`src/rtl/bin2bcd16_if.sv`:
```
// Handshake bundle between the CPU-side requester and the binary-to-BCD converter.
// The master drives start/bin; the converter (slave) returns busy/done/bcd/ovf.
interface bin2bcd16_if #(
  parameter int IN_W = 16
);
  logic            start;
  logic [IN_W-1:0] bin;
  logic            busy;
  logic            done;
  logic [15:0]     bcd;
  logic            ovf;

  modport master (
    output start,
    output bin,
    input  busy,
    input  done,
    input  bcd,
    input  ovf
  );

  modport slave (
    input  start,
    input  bin,
    output busy,
    output done,
    output bcd,
    output ovf
  );
endinterface

```
`src/rtl/bin2bcd16.sv`:
```
// Sequential double-dabble converter, one input bit per clock, feeding a 4-digit display.
// Optional macro BCD_SAT_EN: saturate bcd to 16'h9999 when the result is >= 10000.
module bin2bcd16 #(
  parameter int IN_W = 16
) (
  input  logic        clk,
  input  logic        rst,
  bin2bcd16_if.slave  bus
);

  localparam int CNT_W = $clog2(IN_W + 1);

  typedef enum logic [1:0] {
    ST_IDLE  = 2'd0,
    ST_SHIFT = 2'd1,
    ST_DONE  = 2'd2
  } state_t;

  state_t            state_q, state_d;
  logic [IN_W-1:0]   shreg_q, shreg_d;
  logic [19:0]       acc_q, acc_d;
  logic [CNT_W-1:0]  cnt_q, cnt_d;
  logic [15:0]       bcd_q, bcd_d;
  logic              ovf_q, ovf_d;
  logic              done_q, done_d;
  logic              busy_q, busy_d;
  logic [19:0]       acc_adj;

  // Each nibble >= 5 gets +3 independently; no carry crosses a nibble boundary.
  function automatic logic [19:0] add3(input logic [19:0] a);
    logic [19:0] r;
    r = a;
    for (int i = 0; i < 5; i++) begin
      if (a[i*4 +: 4] >= 4'd5) begin
        r[i*4 +: 4] = a[i*4 +: 4] + 4'd3;
      end
    end
    return r;
  endfunction

  always_comb begin
    state_d = state_q;
    shreg_d = shreg_q;
    acc_d   = acc_q;
    cnt_d   = cnt_q;
    bcd_d   = bcd_q;
    ovf_d   = ovf_q;
    done_d  = 1'b0;
    acc_adj = add3(acc_q);

    case (state_q)
      ST_IDLE: begin
        if (bus.start) begin
          shreg_d = bus.bin;
          acc_d   = 20'd0;
          cnt_d   = CNT_W'(IN_W);
          state_d = ST_SHIFT;
        end
      end

      ST_SHIFT: begin
        {acc_d, shreg_d} = {acc_adj[18:0], shreg_q, 1'b0};
        cnt_d            = cnt_q - CNT_W'(1);
        if (cnt_q == CNT_W'(1)) begin
          state_d = ST_DONE;
        end
      end

      ST_DONE: begin
        ovf_d = (acc_q[19:16] != 4'd0);
`ifdef BCD_SAT_EN
        bcd_d = (acc_q[19:16] != 4'd0) ? 16'h9999 : acc_q[15:0];
`else
        bcd_d = acc_q[15:0];
`endif
        done_d  = 1'b1;
        state_d = ST_IDLE;
      end

      default: begin
        state_d = ST_IDLE;
      end
    endcase

    busy_d = (state_d != ST_IDLE);
  end

  always_ff @(posedge clk or posedge rst) begin
    if (rst) begin
      state_q <= ST_IDLE;
      shreg_q <= '0;
      acc_q   <= '0;
      cnt_q   <= '0;
      bcd_q   <= 16'h0000;
      ovf_q   <= 1'b0;
      done_q  <= 1'b0;
      busy_q  <= 1'b0;
    end else begin
      state_q <= state_d;
      shreg_q <= shreg_d;
      acc_q   <= acc_d;
      cnt_q   <= cnt_d;
      bcd_q   <= bcd_d;
      ovf_q   <= ovf_d;
      done_q  <= done_d;
      busy_q  <= busy_d;
    end
  end

  assign bus.busy = busy_q;
  assign bus.done = done_q;
  assign bus.bcd  = bcd_q;
  assign bus.ovf  = ovf_q;

endmodule

```
`src/flat_wrapper.sv`:
```
// flat-port wrapper written by rule: the top's interface ports become plain ports
module bin2bcd16_flat 
#(
  parameter int IN_W = 16
)
  (clk, rst, bus_start, bus_bin, bus_busy, bus_done, bus_bcd, bus_ovf);
  bin2bcd16_if #(.IN_W(IN_W)) bus_i ();
  input  logic clk;
  input  logic rst;
  input wire logic [$bits(bus_i.start)-1:0] bus_start;
  input wire logic [$bits(bus_i.bin)-1:0] bus_bin;
  output wire logic [$bits(bus_i.busy)-1:0] bus_busy;
  output wire logic [$bits(bus_i.done)-1:0] bus_done;
  output wire logic [$bits(bus_i.bcd)-1:0] bus_bcd;
  output wire logic [$bits(bus_i.ovf)-1:0] bus_ovf;
  assign bus_i.start = bus_start;
  assign bus_i.bin = bus_bin;
  assign bus_busy = bus_i.busy;
  assign bus_done = bus_i.done;
  assign bus_bcd = bus_i.bcd;
  assign bus_ovf = bus_i.ovf;
  bin2bcd16 #(.IN_W(IN_W)) u_core (.clk(clk), .rst(rst), .bus(bus_i));
endmodule
```
`config.mk`:
```
export PLATFORM = sky130hd
export DESIGN_NAME = bin2bcd16_flat
export DESIGN_NICKNAME = d
export VERILOG_FILES = /design/src/rtl/bin2bcd16_if.sv /design/src/rtl/bin2bcd16.sv /design/src/flat_wrapper.sv
export SDC_FILE = /design/constraint.sdc
export NUM_CORES = 1
export LEC_CHECK = 0
export BUFFER_PORTS_ARGS = -buffer_cell sky130_fd_sc_hd__buf_2
export CAP_MARGIN = 20
export CELL_PAD_IN_SITES_DETAIL_PLACEMENT = 1
export CELL_PAD_IN_SITES_GLOBAL_PLACEMENT = 1
export CORE_ASPECT_RATIO = 0.75
export CORE_UTILIZATION = 45
export DETAILED_ROUTE_END_ITERATION = 8
export GPL_ROUTABILITY_DRIVEN = 0
export MAX_ROUTING_LAYER = met4
export PLACE_DENSITY = 0.9
export SLEW_MARGIN = 25
export SYNTH_ARGS = -nofsm -noshare
export SYNTH_HDL_FRONTEND = slang
export SYNTH_SLANG_ARGS = --single-unit
```
`constraint.sdc`:
```
create_clock -name clk -period 5.6 [get_ports clk]
set_input_delay 0.84 -clock clk [delete_from_list [all_inputs] [get_ports clk]]
set_output_delay 0.84 -clock clk [all_outputs]
set_load 0.02 [all_outputs]
```
==> results of run 1 <==
-- per-layer routing --
layer / GRT usage / vias up
met2: 0.417 / 57
li1: - / 999
met4: 0.123 / 0
met3: 0.0763 / 27
met1: 0.318 / 1092
met5: - / -
-- path summary, 6_finish.rpt --
kind,startpoint,slack (ns),cells after the start,to
max,u_core.state_q[0],3.51,4,u_core.cnt_q[4]
min,u_core.bus.ovf,0.49,1,u_core.bus.ovf
max reg2reg,u_core.state_q[0],3.51,4,u_core.cnt_q[4]
min reg2reg,u_core.bus.ovf,0.49,1,u_core.bus.ovf
max in group asynchronous,rst,4.39,3,u_core.shreg_q[2]
min in group asynchronous,rst,0.71,3,u_core.shreg_q[11]
-- flip-flops by register name (all words and copies together) (netlist names) --
register / cells
u_core.acc_q: 20
u_core.bus.bcd: 16
u_core.bus.busy: 1
u_core.bus.done: 1
u_core.bus.ovf: 1
u_core.cnt_q: 5
u_core.shreg_q: 16
u_core.state_q: 2
-- per-stage QoR --
| stage | instance area [sq um] | hold WS (ns) | util |
|---|---|---|---|
| 4_1_cts | 3240 | 0.491 | 0.545 |
| 2_1_floorplan | 2850 | 0.450 | - |
| 6_report | 3240 | 0.486 | 0.545 |
| 5_1_grt | 3240 | 0.503 | 0.545 |
| 3_5_place_dp | 3060 | 0.476 | 0.515 |
| 3_3_place_gp | 3060 | 0.460 | 0.515 |
-- placed cells by master, fill, tap and decap left out, types with 2 or more instances in the layout --
cell type	instances
o31ai_1	5
nor3_1	2
nand3_1	4
o32ai_1	3
dfrtp_1	62
o21ai_0	30
xnor2_1	5
o311ai_0	4
buf_2	37
clkinv_2	3
xor2_1	3
nand2_1	30
clkinvlp_4	3
nand2b_1	6
a32o_1	5
mux2_2	8
clkbuf_8	10
nor2_1	5
inv_1	13
a21oi_1	7
ha_1	13
o22ai_1	8
inv_2	2
a22oi_1	15
buf_4	2
-- layout make-up --
type / instances / area (sq um) / area share
Clock inverter: 6 / 37.5 / 0.0116
Sequential cell: 62 / 1550 / 0.479
Multi-Input combinational cell: 169 / 1160 / 0.358
Inverter: 15 / 56.3 / 0.0174
Timing Repair Buffer: 39 / 200 / 0.0618
Clock buffer: 10 / 138 / 0.0425
Tap cell: 78 / 97.6 / 0.0301
-- worst register-to-register path: cells and delay by family (launching register included) --
kind	cells	cell delay [ns]
DFF	1	0.80
muxes	1	0.24
and+or+nand+nor	3	0.98
-- kinds of logic (layout without fill, tap and decap cells) --
logic type	after synthesis	after routing
AND/OR/NAND/NOR	58	58
buffers and inverters	30	70
XOR/XNOR	8	8
flip-flops	62	62
multiplexers	9	9
adder cells (fa/ha/maj)	13	13
AO/OA/AOI/OAI	81	81
-- power by group --
part	internal, W	switching (W)
Sequential	0.000622	0.000160
Combinational	0.000281	0.000448
Clock	0.000170	0.000179
Total	0.00107	0.000787
==> results.toml, run 1 <==
[placement]
placed_cells = 363
hpwl_microns = 4770
portBuffers = 37
place_ws_ns = 3.31

[sta]
relSlewSlack = 0.491
setup_slack_ns = 3.51
rsz0062_at_grt = "no"
setup_viol = 0
tightest_slew_ns = 0.763
fin_crit_sh = 0.374
clock_skew_ns = 0.00547
slew_violations = 0
fmax_mhz = 477
hold_violations = 0
fin_crit_ns = 2.09
finalSetupTns_ns = 0

[logic_synthesis]
yosysTopAreaCellShare = 0.545
synthAdderAreaFrac = 0.0571
synth.yosys.seq_area_share = 0.545
yosys-mux-area-fraction = 0.0351
yosysMostFrequentCell = "dfrtp_1"
synth_xor_area_frac = 0.0246
synth_seq_cells = 62
synthDistinctLibCells = 39
synth_simple_gate_area_frac = 0.103
avgSynthCellArea_sq_um = 10.9
synth_top_family_by_area = "compound AO/OA/AOI/OAI gates"
syn_inst = 261
synth_nets = 293
synth_edf_count = 0
async_flop_share = 1.00
yosys_most_used_dff = "dfrtp_1"
synth_area_sq_um = 2850
yosys.area.top_type = "dfrtp_1"
synth_commonest_cells = "62 x dfrtp_1, 30 x nand2_1, 30 x o21ai_0"
synth-compound-area-share = 0.187
synth.area.top_cells = "dfrtp_1 54%, ha_1 5.7%, o21ai_0 5.3%, a22oi_1 4.0%, nand2_1 4.0%"
synth_warnings = 0

[clock_tree]
postCtsHoldBufs = 0
cts.sinks = 62
clkLatencyLatePin_ns = 0.35
clock_path_buffers = 2
clkTransAtPathRegs_ns = 0.07
numCtsBuffers = 9
cts_root_buf = "clkbuf_8"
cts_tree = "built"
post_cts_buffers = 0
cts_resized = 0
cts.htree.levels = 3

[routing]
wl_met2_microns = 3670
first_pass_iters = 4
drtIter0Drc = 129
drt-met1-wl_microns = 3240
ant_nets = 0
remaining_drc_errors = 0
dr_wl_met3_microns = 289
top_layer = "met4"
vias = 2175
vias_per_cell = 5.74
wire_per_inst_microns = 19.7
routed_wl_microns = 7460

[floorplanning]
core-area_sq_um = 5950
die_h_microns = 70.9
placementRows = 24
initial_core_util = 0.479
die-area_sq_um = 6660
die_x_microns = 93.9
ios = 38

[setup_path]
cpPeakStageDelay_ns = 0.80
critical_path_buf_inv_count = 0
endpoint_kind = "register"
cp_slowest_cell = "dfrtp_1"
cp.required_ns = 5.86
path_cells = "and2b_1 -> nand2_1 -> nor3_1 -> mux2i_1"
arrival_ns = 2.35
worstPathMaxFanout = 21
crit_type = "reg2reg"
cpLargestDelayFamily = "simple AND/OR/NAND/NOR gates"
cp-start-kind = "register"

[worst_hold_path]
hp-class = "reg2reg"

[power]
p_total_w = 0.00186
peakVddDrop_mv = 0.229
cellPowerDensity_nw_per_um2 = 574
p_leak_nw = 1.51

[grt]
grt_pass1_wl_microns = 12600
groute.usage.overall = 0.266
grt_start_max_net_pins = 63
grt_overflow_total = 0
first_global_vias = 2406
grt_antenna_before_repair = 0

[cells_and_area]
antenna_cells = 0
nets = 328
final.fill_count = 666
area_growth_pct = 13.8
layout-drive-gt1-share = 0.236
fin_cells = 379

[status]
status = "complete, no violations"

[flow_run]
maxCapViolations = 0
Note: power is estimated with default switching activity, not from simulation.
==> run 2, diff against run 1 <==
--- a/config.mk
+++ b/config.mk
@@ -5,12 +5,13 @@
 export SDC_FILE = /design/constraint.sdc
 export NUM_CORES = 1
 export LEC_CHECK = 0
+export ABC_AREA = 1
 export BUFFER_PORTS_ARGS = -buffer_cell sky130_fd_sc_hd__buf_2
 export CAP_MARGIN = 20
 export CELL_PAD_IN_SITES_DETAIL_PLACEMENT = 1
 export CELL_PAD_IN_SITES_GLOBAL_PLACEMENT = 1
 export CORE_ASPECT_RATIO = 0.75
-export CORE_UTILIZATION = 45
+export CORE_UTILIZATION = 43
 export DETAILED_ROUTE_END_ITERATION = 8
 export GPL_ROUTABILITY_DRIVEN = 0
 export MAX_ROUTING_LAYER = met4
==> constraint.sdc (replaced) <==
create_clock -name clk -period 2 [get_ports clk]
set_input_delay 0.3 -clock clk [delete_from_list [all_inputs] [get_ports clk]]
set_output_delay 0.3 -clock clk [all_outputs]
set_load 0.02 [all_outputs]
==> run 2 against run 1 <==
Die area is 8.8% higher. Critical endpoint is now u_core.shreg_q[6]. Setup slack worse by 3.0 ns. Sequential power grew to 2.7 times the previous value. Clock skew is 0.0015 ns higher. Clock power grew to 2.8 times the previous value. Global-route usage is 3.7 points lower. Highest routed layer unchanged. Combinational power grew to 3.2 times the previous value.
==> results.toml, run 2 <==
[logic_synthesis]
synthDistinctLibCells = 22
yosys_most_used_dff = "dfrtp_1"
synth.yosys.seq_area_share = 0.523
synth_seq_cells = 62
synth_area_sq_um = 2970
synthAdderAreaFrac = 0.0548
synth_nets = 387
avgSynthCellArea_sq_um = 8.36
async_flop_share = 1.00
synth_edf_count = 0
yosysTopAreaCellShare = 0.523
synth_xor_area_frac = 0.00295
synth_top_family_by_area = "simple AND/OR/NAND/NOR gates"
synth.area.top_cells = "dfrtp_1 52%, nand2_1 16%, nand3_1 6.7%, ha_1 5.5%, o21ai_0 4.2%"
synth_warnings = 0
yosysMostFrequentCell = "nand2_1"
synth-compound-area-share = 0.0793
syn_inst = 355
synth_simple_gate_area_frac = 0.275
yosys.area.top_type = "dfrtp_1"
yosys-mux-area-fraction = 0
synth_commonest_cells = "127 x nand2_1, 62 x dfrtp_1, 40 x nand3_1"

[clock_tree]
clock_path_buffers = 2
numCtsBuffers = 9
post_cts_buffers = 0
cts.sinks = 62
clkLatencyLatePin_ns = 0.34
cts.htree.levels = 3
postCtsHoldBufs = 0
cts_resized = 0
cts_tree = "built"
clkTransAtPathRegs_ns = 0.06
cts_root_buf = "clkbuf_8"

[routing]
vias = 2522
wire_per_inst_microns = 14.9
ant_nets = 0
drtIter0Drc = 89
first_pass_iters = 4
routed_wl_microns = 7160
remaining_drc_errors = 0
vias_per_cell = 5.25

[cells_and_area]
largest_register_ff_count = 20
final.fill_count = 815
nets = 428
layout-drive-gt1-share = 0.163
regMostFlops = "u_core.acc_q"
multi_input_area_sq_um = 1220
antenna_cells = 0
seq_area_sq_um = 1550
most-common-layout-cells = "127 x nand2_1, 62 x dfrtp_1, 40 x nand3_1"
area_growth_pct = 14.6
final_common_cell = "nand2_1"
fin_cells = 480

[setup_path]
arrival_ns = 1.81
path_cells = "nand2_2 -> nand2_2 -> inv_2 -> nand2_1 -> nand3_1"
cp.required_ns = 2.27
worstPathMaxFanout = 28
endpoint_kind = "register"
cp_slowest_cell = "dfrtp_1"
cp_common_cell = "nand2_2"
cp-start-kind = "register"
cpPeakStageDelay_ns = 0.46
crit_type = "reg2reg"

[floorplanning]
core-area_sq_um = 6470
die_h_microns = 74.0
initial_core_util = 0.458
placementRows = 25
die_x_microns = 97.9
die-area_sq_um = 7240
ios = 38

[placement]
place_ws_ns = 0.457
placed_cells = 466
hpwl_microns = 5160
portBuffers = 37

[power]
peakVddDrop_mv = 0.509
p_total_w = 0.00543
p_leak_nw = 1.77
cellPowerDensity_nw_per_um2 = 1600

[worst_hold_path]
hp-class = "in2async"

[sta]
clock_skew_ns = 0.00701
slew_violations = 0
setup_slack_ns = 0.460
rsz0062_at_grt = "no"
hold_violations = 0
fin_crit_sh = 0.770
fin_crit_ns = 1.54
setup_viol = 0
tightest_slew_ns = 0.567
relSlewSlack = 0.622
finalSetupTns_ns = 0
hold_slack_ns = 0.0122
fmax_mhz = 649

[status]
status = "complete, no violations"

[grt]
groute.usage.overall = 0.229
grt_start_max_net_pins = 33
first_global_vias = 2536
grt_antenna_before_repair = 0
grt_pass1_wl_microns = 12300
grt_overflow_total = 0

[flow_run]
maxCapViolations = 0
==> run 2: path summary, 6_finish.rpt <==
kind                                     from                 end  slack, ns  cells after the start
max                         u_core.state_q[0]   u_core.shreg_q[6]       0.46                      5
min                                       rst   u_core.shreg_q[1]       0.01                      2
max reg2reg                 u_core.state_q[0]   u_core.shreg_q[6]       0.46                      5
min reg2reg                u_core.bus.bcd[10]  u_core.bus.bcd[10]       0.48                      2
max in group asynchronous                 rst    u_core.acc_q[16]       1.36                      3
min in group clk                   bus_bin[0]   u_core.shreg_q[0]       0.16                      3
==> run 2: cells by family after synthesis <==
group | count (synthesis)
AOI/OAI and AO/OA | 44
xor gates and xnor gates | 1
adders and majority gates | 13
buffers and inverters | 44
DFF | 62
and+or+nand+nor | 191
==> run 2: critical path, delay by kind of cell (launching register included) <==
| family | cells | cell delay (ns) |
|---|---|---|
| buffers and inverters | 1 | 0.44 |
| flip-flops | 1 | 0.46 |
| AND/OR/NAND/NOR | 4 | 0.57 |
==> run 2: stage by stage <==
stage	instance area [sq um]	util
floorplan	2970	-
global placement	3230	0.498
detailed placement	3230	0.498
CTS	3400	0.525
global route	3400	0.525
finish	3400	0.525
==> run 2: layout make-up <==
type                       instances  area share
clock buffer                      13      0.0497
clock inverter                     1     0.00147
inverter                          33      0.0364
multi-input combinational        249       0.359
sequential                        62       0.456
tap                               81      0.0298
timing repair buffer              41      0.0670
==> run 2: layer usage <==
metal	GRT usage	up-vias	routed length (microns)
li1	-	1231	-
met1	0.265	1249	3260
met2	0.388	32	3590
met3	0.0714	10	209
met4	0.0673	0	101
met5	-	-	0
==> run 2: report_power, final <==
part	internal (W)	leakage [nW]	switching [W]	total, W
combinational	0.000794	0.916	0.00153	0.00232
sequential	0.00175	0.763	0.000372	0.00212
clock	0.000536	0.0914	0.000453	0.000989
